--- src/rtl/gpu_bus_bridge.sv ---
// CPU-side register front end for the GPU memories: synchronizes the cs_clock strobe,
// decodes pointer/control/data registers and drains queued data writes into memory strobes.
`timescale 1ns/1ps
module gpu_bus_bridge #(
  parameter int FIFO_DEPTH = 16,
  parameter int FIFO_AW    = 4
) (
  input  logic               CLK100MHz,
  input  logic               rst,
  input  logic [7:0]         data,
  input  logic [2:0]         addr,
  input  logic               rw,
  input  logic               cs_clock,
  input  logic               vga_blank,
  output logic               tile_memory_write_enable,
  output logic [10:0]        tile_memory_write_addr,
  output logic [7:0]         tile_memory_write_data,
  output logic               attribute_memory_write_enable,
  output logic [11:0]        attribute_memory_write_addr,
  output logic [7:0]         attribute_memory_write_data,
  output logic               color_memory_write_enable,
  output logic [3:0]         color_memory_write_addr,
  output logic [7:0]         color_memory_write_data,
  output logic [FIFO_AW:0]   fifo_level,
  output logic               overflow
);

  localparam int ENTRY_W = 22;
  localparam logic [FIFO_AW:0] DEPTH_C = (FIFO_AW + 1)'(FIFO_DEPTH);

  logic               s1_r, s2_r, s3_r;
  logic [2:0]         hold_addr_r;
  logic [7:0]         hold_data_r;
  logic               hold_rw_r;
  logic [11:0]        ptr_r;
  logic [1:0]         target_r;
  logic               autoinc_r;
  logic               blank_only_r;
  logic               overflow_r;
  logic [ENTRY_W-1:0] fifo_mem_r [FIFO_DEPTH];
  logic [FIFO_AW-1:0] wr_idx_r, rd_idx_r;
  logic [FIFO_AW:0]   count_r;

  logic               commit_s, wr_cmd_s, data_wr_s, push_req_s;
  logic               full_s, empty_s, push_s, pop_s, drop_s;
  logic [ENTRY_W-1:0] head_s;
  logic [1:0]         head_tgt_s;
  logic [11:0]        head_ptr_s;
  logic [7:0]         head_data_s;

  // Strobe synchronizer and bus holding registers
  always_ff @(posedge CLK100MHz or posedge rst) begin
    if (rst) begin
      s1_r        <= 1'b0;
      s2_r        <= 1'b0;
      s3_r        <= 1'b0;
      hold_addr_r <= 3'd0;
      hold_data_r <= 8'd0;
      hold_rw_r   <= 1'b0;
    end else begin
      s1_r <= cs_clock;
      s2_r <= s1_r;
      s3_r <= s2_r;
      if (s1_r) begin
        hold_addr_r <= addr;
        hold_data_r <= data;
        hold_rw_r   <= rw;
      end
    end
  end

  // Command decode, FIFO status and drain permission
  always_comb begin
    commit_s   = s3_r & ~s2_r;
    wr_cmd_s   = commit_s & ~hold_rw_r;
    data_wr_s  = wr_cmd_s && (hold_addr_r == 3'd3);
    push_req_s = data_wr_s && (target_r != 2'd3);
    full_s     = (count_r == DEPTH_C);
    empty_s    = (count_r == '0);
    push_s     = push_req_s & ~full_s;
    drop_s     = push_req_s & full_s;
    head_s     = fifo_mem_r[rd_idx_r];
    head_tgt_s  = head_s[21:20];
    head_ptr_s  = head_s[19:8];
    head_data_s = head_s[7:0];
    if (!empty_s && (!blank_only_r || vga_blank)) begin
      pop_s = 1'b1;
    end else begin
      pop_s = 1'b0;
    end
  end

  // Register file: pointer, control and sticky overflow
  always_ff @(posedge CLK100MHz or posedge rst) begin
    if (rst) begin
      ptr_r        <= 12'd0;
      target_r     <= 2'd0;
      autoinc_r    <= 1'b1;
      blank_only_r <= 1'b0;
      overflow_r   <= 1'b0;
    end else begin
      if (wr_cmd_s) begin
        case (hold_addr_r)
          3'd0: ptr_r[7:0]  <= hold_data_r;
          3'd1: ptr_r[11:8] <= hold_data_r[3:0];
          3'd2: begin
            target_r     <= hold_data_r[1:0];
            autoinc_r    <= hold_data_r[2];
            blank_only_r <= hold_data_r[3];
            if (hold_data_r[7]) overflow_r <= 1'b0;
          end
          // Pointer advances even for discarded or dropped writes to keep CPU streams aligned
          3'd3: if (autoinc_r) ptr_r <= ptr_r + 12'd1;
          default: ;
        endcase
      end
      if (drop_s) overflow_r <= 1'b1;
    end
  end

  // FIFO storage; contents need no reset since the indices and count gate all reads
  always_ff @(posedge CLK100MHz) begin
    if (push_s) fifo_mem_r[wr_idx_r] <= {target_r, ptr_r, hold_data_r};
  end

  // FIFO indices and occupancy
  always_ff @(posedge CLK100MHz or posedge rst) begin
    if (rst) begin
      wr_idx_r <= '0;
      rd_idx_r <= '0;
      count_r  <= '0;
    end else begin
      if (push_s) wr_idx_r <= wr_idx_r + 1'b1;
      if (pop_s)  rd_idx_r <= rd_idx_r + 1'b1;
      case ({push_s, pop_s})
        2'b10:   count_r <= count_r + 1'b1;
        2'b01:   count_r <= count_r - 1'b1;
        default: count_r <= count_r;
      endcase
    end
  end

  // Memory write strobes; address/data hold their last value when idle
  always_ff @(posedge CLK100MHz or posedge rst) begin
    if (rst) begin
      tile_memory_write_enable      <= 1'b0;
      tile_memory_write_addr        <= 11'd0;
      tile_memory_write_data        <= 8'd0;
      attribute_memory_write_enable <= 1'b0;
      attribute_memory_write_addr   <= 12'd0;
      attribute_memory_write_data   <= 8'd0;
      color_memory_write_enable     <= 1'b0;
      color_memory_write_addr       <= 4'd0;
      color_memory_write_data       <= 8'd0;
    end else begin
      tile_memory_write_enable      <= pop_s && (head_tgt_s == 2'd0);
      attribute_memory_write_enable <= pop_s && (head_tgt_s == 2'd1);
      color_memory_write_enable     <= pop_s && (head_tgt_s == 2'd2);
      if (pop_s) begin
        case (head_tgt_s)
          2'd0: begin
            tile_memory_write_addr <= head_ptr_s[10:0];
            tile_memory_write_data <= head_data_s;
          end
          2'd1: begin
            attribute_memory_write_addr <= head_ptr_s;
            attribute_memory_write_data <= head_data_s;
          end
          2'd2: begin
            color_memory_write_addr <= head_ptr_s[3:0];
            color_memory_write_data <= head_data_s;
          end
          default: ;
        endcase
      end
    end
  end

  assign fifo_level = count_r;
  assign overflow   = overflow_r;

endmodule

--- config.mk ---
export PLATFORM = sky130hd
export DESIGN_NAME = gpu_bus_bridge
export DESIGN_NICKNAME = d
export VERILOG_FILES = /design/src/rtl/gpu_bus_bridge.sv
export SDC_FILE = /design/constraint.sdc
export NUM_CORES = 1
export LEC_CHECK = 0
export BUFFER_PORTS_ARGS = -buffer_cell sky130_fd_sc_hd__clkbuf_2
export CAP_MARGIN = 30
export CELL_PAD_IN_SITES_DETAIL_PLACEMENT = 2
export CELL_PAD_IN_SITES_GLOBAL_PLACEMENT = 2
export CORE_MARGIN = 3
export CORE_UTILIZATION = 48
export CTS_CLUSTER_DIAMETER = 60
export DETAILED_ROUTE_END_ITERATION = 6
export PLACE_DENSITY = 0.77
export SLEW_MARGIN = 5
export SYNTH_ARGS = -nofsm -noshare
export SYNTH_HDL_FRONTEND = slang
export SYNTH_SLANG_ARGS = --single-unit
--- constraint.sdc ---
create_clock -name CLK100MHz -period 5.4 [get_ports CLK100MHz]
set_input_delay 0.81 -clock CLK100MHz [delete_from_list [all_inputs] [get_ports CLK100MHz]]
set_output_delay 0.81 -clock CLK100MHz [all_outputs]
set_load 0.005 [all_outputs]
=== Word level (Yosys, flattened, before mapping) ===
Memory sizes are Yosys's and may differ from the RTL's.
Index checks and enable logic that the tools add are counted.

* Register bits: 99
* Latch bits: 0
* RAM bits: 352
* ROM bits: 0
* Bits of input ports: 16
* Output and inout port bits: 60
* Logic and storage cells: 83
* Memories kept: 1

{| class="wikitable"
|+ Memories
! name !! words !! bits a word !! rd ports !! clocked after Yosys merged registers in !! write ports !! line !! text
|-
| fifo_mem_r || 16 || 22 || 1 || 0 || 1 || 40 || <nowiki>logic [ENTRY_W-1:0] fifo_mem_r [FIFO_DEPTH];</nowiki>
|}

* $add $sub $neg: 5
* Multiply operators: 0
* Divide/modulo/power cells: 0
* Magnitude comparators: 0
* Eq/ne operators: 10
* Shift operators: 0
* Mux-type cells: 11
* Bitwise logic cells: 7
* Reduce and logical (&&, ||, !) cells: 25

{| class="wikitable"
|+ Operator list
! cell !! count
|-
| case mux 8 bit (2 select lines) || 1
|-
| adder 12 x 1 -> 12 bit (second input constant) || 1
|-
| two-way mux 12 bit || 1
|-
| nonzero test 2 bit || 6
|-
| case mux 5 bit (2 select lines) || 1
|-
| AND reduction 3 bit || 3
|-
| adder 4 x 1 -> 4 bit (second input constant) || 2
|-
| case mux 4 bit (2 select lines) || 1
|-
| AND reduction 2 bit || 4
|-
| two-way mux 1 bit || 7
|-
| == test 3 x 2 -> 1 bit (second input constant) || 2
|-
| logical AND 1 bit || 6
|-
| adder 5 x 1 -> 5 bit (second input constant) || 1
|-
| == test 5 bit (second input constant) || 1
|-
| zero test 5 bit || 1
|-
| subtractor 5 x 1 -> 5 bit (second input constant) || 1
|-
| AND 1 bit || 4
|-
| == test 2 x 1 -> 1 bit (second input constant) || 2
|-
| == test 2 bit (second input constant) || 2
|-
| != test 2 bit (second input constant) || 2
|-
| == test 3 x 1 -> 1 bit (second input constant) || 1
|-
| zero test 3 bit || 1
|-
| NOT 1 bit || 3
|-
| zero test 1 bit || 2
|-
| 2 further kinds || 2
|}

=== Logic depth before layout (Yosys ltp) ===
* Word-level depth: 8
* Depth in mapped cells: 13
* Mapped depth without buffers: 12

=== Least setup slack after synthesis ===
Ideal clock, no wire load.

* Path type: register -> register
* Start: register s2_r
* End: memory fifo_mem_r[0][0], enable pin
* Setup time: 0.457 ns
* Arrival time: 3.589 ns
* Required time: 4.943 ns
* Slack: 1.354 ns
* Cell stages (with the launch flop): 6
* Buffers on the path: 0
* Clock period less this slack: 4.046 ns
* Cell sequence: dfrtp_1 nor4b_4 nand4_1 a21oi_1 inv_1 nor4_1

* Cells in the longest elaborated chain, start to end: 8

{| class="wikitable"
|+ Ends and longest elaborated chain
! what !! line !! text
|-
| from (decl) || 31 || <nowiki>logic s1_r, s2_r, s3_r;</nowiki>
|-
| from (signal assigned) || 62 || <nowiki>s2_r <= s1_r;</nowiki>
|-
| NOT 1 bit || 74 || <nowiki>commit_s = s3_r & ~s2_r;</nowiki>
|-
| AND 1 bit || 74 ||
|-
| AND 1 bit || 75 || <nowiki>wr_cmd_s = commit_s & ~hold_rw_r;</nowiki>
|-
| logical AND 1 bit || 76 || <nowiki>data_wr_s = wr_cmd_s && (hold_addr_r == 3'd3);</nowiki>
|-
| logical AND 1 bit || 77 || <nowiki>push_req_s = data_wr_s && (target_r != 2'd3);</nowiki>
|-
| AND 1 bit || 80 || <nowiki>push_s = push_req_s & ~full_s;</nowiki>
|-
| two-way mux 1 bit || 123 || <nowiki>if (push_s) fifo_mem_r[wr_idx_r] <= {target_r, ptr_r, hold_data_r};</nowiki>
|-
| two-way mux 1 bit (implied by the code) || 123 ||
|-
| to (decl) || 40 ||
|}

No other way between the ends.

=== Worst setup path after layout ===
* Start: register s2_r
* End: memory fifo_mem_r[10][0], enable pin

Same word-level chain as after synthesis.

==> reports/qor.txt <==
outcome: completed
Die Span Y: 197 µm
drt drc: 0
Crit Path Max Fanout: 14
antenna diode instance count: 0
Yosys reg bits: 451
utilization after layout: 56.4%
cell taking the most area after synthesis: edfxtp_1
unrepaired setup endpoints after global routing: no
Final min period: 3.71 ns
growth of design area from synthesis to finish: 15.0%
ports placed on the boundary: 76
hold buffers post-CTS: 0
post-DR wirelength/cell: 33.9 µm
most used flip-flop cell after synthesis: edfxtp_1
area share of the largest cell type after synthesis: 60.1%
global placer's final weighted congestion: 0.762
syn_nets: 864
transition time at the pin with the least slew margin: 0.961 ns
worst voltage drop across the vdd grid: 0.000324 V
instance count of the mapped netlist: 839
number of warning messages in the yosys log: 0
vias in the first global route: 10,100
root buf cell: clkbuf_16
vias after detailed routing: 9,115
residual overflow from global routing: 0
number of placement rows: 69
filler cell count in the final layout: 2,971
number of instances resized during post-cts repair: 0
post-synthesis cell area: 17,600 µm²
Setup WS post-layout: 1.69 ns
startpoint types: flop
maxcap violations: 0
endpoints failing setup: 0
leading cell types by count after synthesis: edfxtp_1 (352), mux4_2 (108), dfrtp_1 (98)
number of hold violations in the final report: 0
most repeated cell in the gate-level netlist after synthesis: edfxtp_1
CP Capture Type: flop
arrival time of the worst setup path: 3.94 ns
slew margin rel.: 35.6%
later-pin clock latency in the skew report: 0.58 ns
ratio of final minimum period to clock period: 68.6%
classification of the worst setup path: reg -> reg
power density cells: 555 nW/µm²
number of nets with antenna violations after detailed routing: 0
router iterations before antenna repair: 5
leakage power: 6.99 nW
post-detail-place hpwl: 29.6 mm
number of DRC markers after the initial detailed-route iteration: 934
post-CTS setup buffer count: 0
Std-Cell Core Area: 35,800 µm²
sequential share of the synthesized area: 74.2%
Post-layout nets: 980
Hold WC Path Type: in -> async
maximum achievable frequency: 270 MHz
Routed Wire Length: 49.3 mm
total routing resource utilization after global routing: 26.1%
H-tree depth reported by CTS: 2
number of synthesized flops with an enable pin: 352
number of antenna violations at the first check in global routing: 0
Unique masters post-synth: 49
die outline width: 197 µm
Sum Neg Setup Slack: 0 ns
global-route wire length before repair: 72.5 mm
maximum number of pins on one net before global-route repair: 61
clk sink count: 451
layout cells sized above 1: 37.5%
TritonCTS clock tree: built
syn avg cell area: 21.0 µm²
per-cell via count in the routed design: 6.27
Max clock buf depth: 3
effective utilization at floorplan: 49.1%
final max-slew violation count: 0
Max Clock Skew: 0.0253 ns
Port-buffer cells: 75
top area cells in the synthesized netlist: edfxtp_1 (60%), dfrtp_1 (14%), mux4_2 (14%), mux2_2 (4.4%), buf_6 (0.64%)
total die area: 39,000 µm²
cts bufs inserted: 48
proportion of synthesized flip-flops having asynchronous set or reset: 22.0%
Req. time, crit path: 5.63 ns
clock-pin slew on the worst setup and hold paths: 0.06 ns
setup slack at placement: 1.61 ns
-- worst max-delay path, stage by stage, from the launching register on --
cell     delay, ns
dfrtp_1       0.41
nor4b_4       0.39
nand4_1       0.18
a21oi_1       0.46
inv_1         0.34
nor3b_1       0.53
and2_1        0.63
buf_4         0.42
-- kinds of logic (layout without fill, tap and decap cells) --
family	count (synthesis)	in the layout	share of synthesized area (%)
mux	182	182	18.5
buf+inv	51	205	1.65
fa+ha+maj	9	9	0.640
flops	451	451	74.2
compound gates	48	48	1.72
simple gates	86	86	2.67
xor+xnor	12	12	0.598
-- metrics by stage --
stage               power, mW  instances  cell area (µm²)  hold WS, ns
floorplan                6.89        839            17600        0.409
global placement         7.78       1359            18500        0.411
detailed placement       8.07       1361            18600        0.432
CTS                      11.4       1449            20100        0.332
global route             11.7       1454            20200        0.114
finish                   11.2       1454            20200        0.125
-- cell usage in the layout, fill, tap and decap left out, drive strengths merged, types with 2 or more instances in the layout --
| cell | instances |
|---|---|
| nand3 | 5 |
| bufinv | 3 |
| nor4b | 2 |
| nor3b | 3 |
| o21ai | 14 |
| nor4 | 6 |
| a21oi | 14 |
| xor2 | 5 |
| nor3 | 3 |
| nand2 | 22 |
| nor2b | 3 |
| edfxtp | 352 |
| and2 | 8 |
| nand3b | 3 |
| inv | 11 |
| a31oi | 4 |
| clkinv | 20 |
| buf | 31 |
| nor2 | 20 |
| o22a | 5 |
| ha | 9 |
| mux2 | 69 |
| a21o | 2 |
| mux2i | 5 |
| nand4 | 3 |
| and3 | 3 |
| xnor2 | 7 |
| dfrtp | 98 |
| nand2b | 2 |
| mux4 | 108 |
| clkbuf | 140 |
-- routing by layer --
metal  track usage, %  up-vias  wire length (µm)
li1                 -     3632                 -
met1             36.1     4980             19800
met2             43.1      430             24900
met3             5.12       73              3500
met4             7.31        0              1130
met5                0        -                 0
-- worst paths after layout --
path,from,endpoint,slack (ns),cells past startpoint
worst min register to register,s2_r$_DFF_PP0_,s3_r$_DFF_PP0_,0.44,0
worst min-delay path,rst,tile_memory_write_addr[10]$_DFFE_PP0P_,0.13,2
worst max register to register,s2_r$_DFF_PP0_,fifo_mem_r[10][0]$_DFFE_PP_,1.69,7
min in group CLK100MHz,cs_clock,s1_r$_DFF_PP0_,0.36,1
worst max-delay path,s2_r$_DFF_PP0_,fifo_mem_r[10][0]$_DFFE_PP_,1.69,7
max in group asynchronous,rst,color_memory_write_data[1]$_DFFE_PP0P_,4.49,3
-- sequential cells by signal, summed over array words and instances (netlist names), 2 cells and up --
| signal | cells |
|---|---|
| color_memory_write_data | 8 |
| tile_memory_write_data | 8 |
| hold_addr_r | 3 |
| attribute_memory_write_addr | 12 |
| wr_idx_r | 4 |
| target_r | 2 |
| ptr_r | 12 |
| color_memory_write_addr | 4 |
| rd_idx_r | 4 |
| fifo_mem_r | 352 |
| fifo_level | 5 |
| attribute_memory_write_data | 8 |
| hold_data_r | 8 |
| tile_memory_write_addr | 11 |
-- power by group --
part	total (mW)	switching, mW	internal, mW
combinational	3.03	1.42	1.62
clock	3.24	1.33	1.91
sequential	4.95	0.677	4.27
total	11.2	3.42	7.81
-- layout make-up --
class	instances	area, µm²	share of cell area (%)
Sequential cell	451	13100	64.6
Multi-Input combinational cell	337	4300	21.3
Clock buffer	65	1370	6.76
Timing Repair Buffer	106	687	3.40
Tap cell	461	577	2.85
Clock inverter	23	190	0.941
Inverter	11	43.8	0.217
Power figures use the tool's default switching activity.
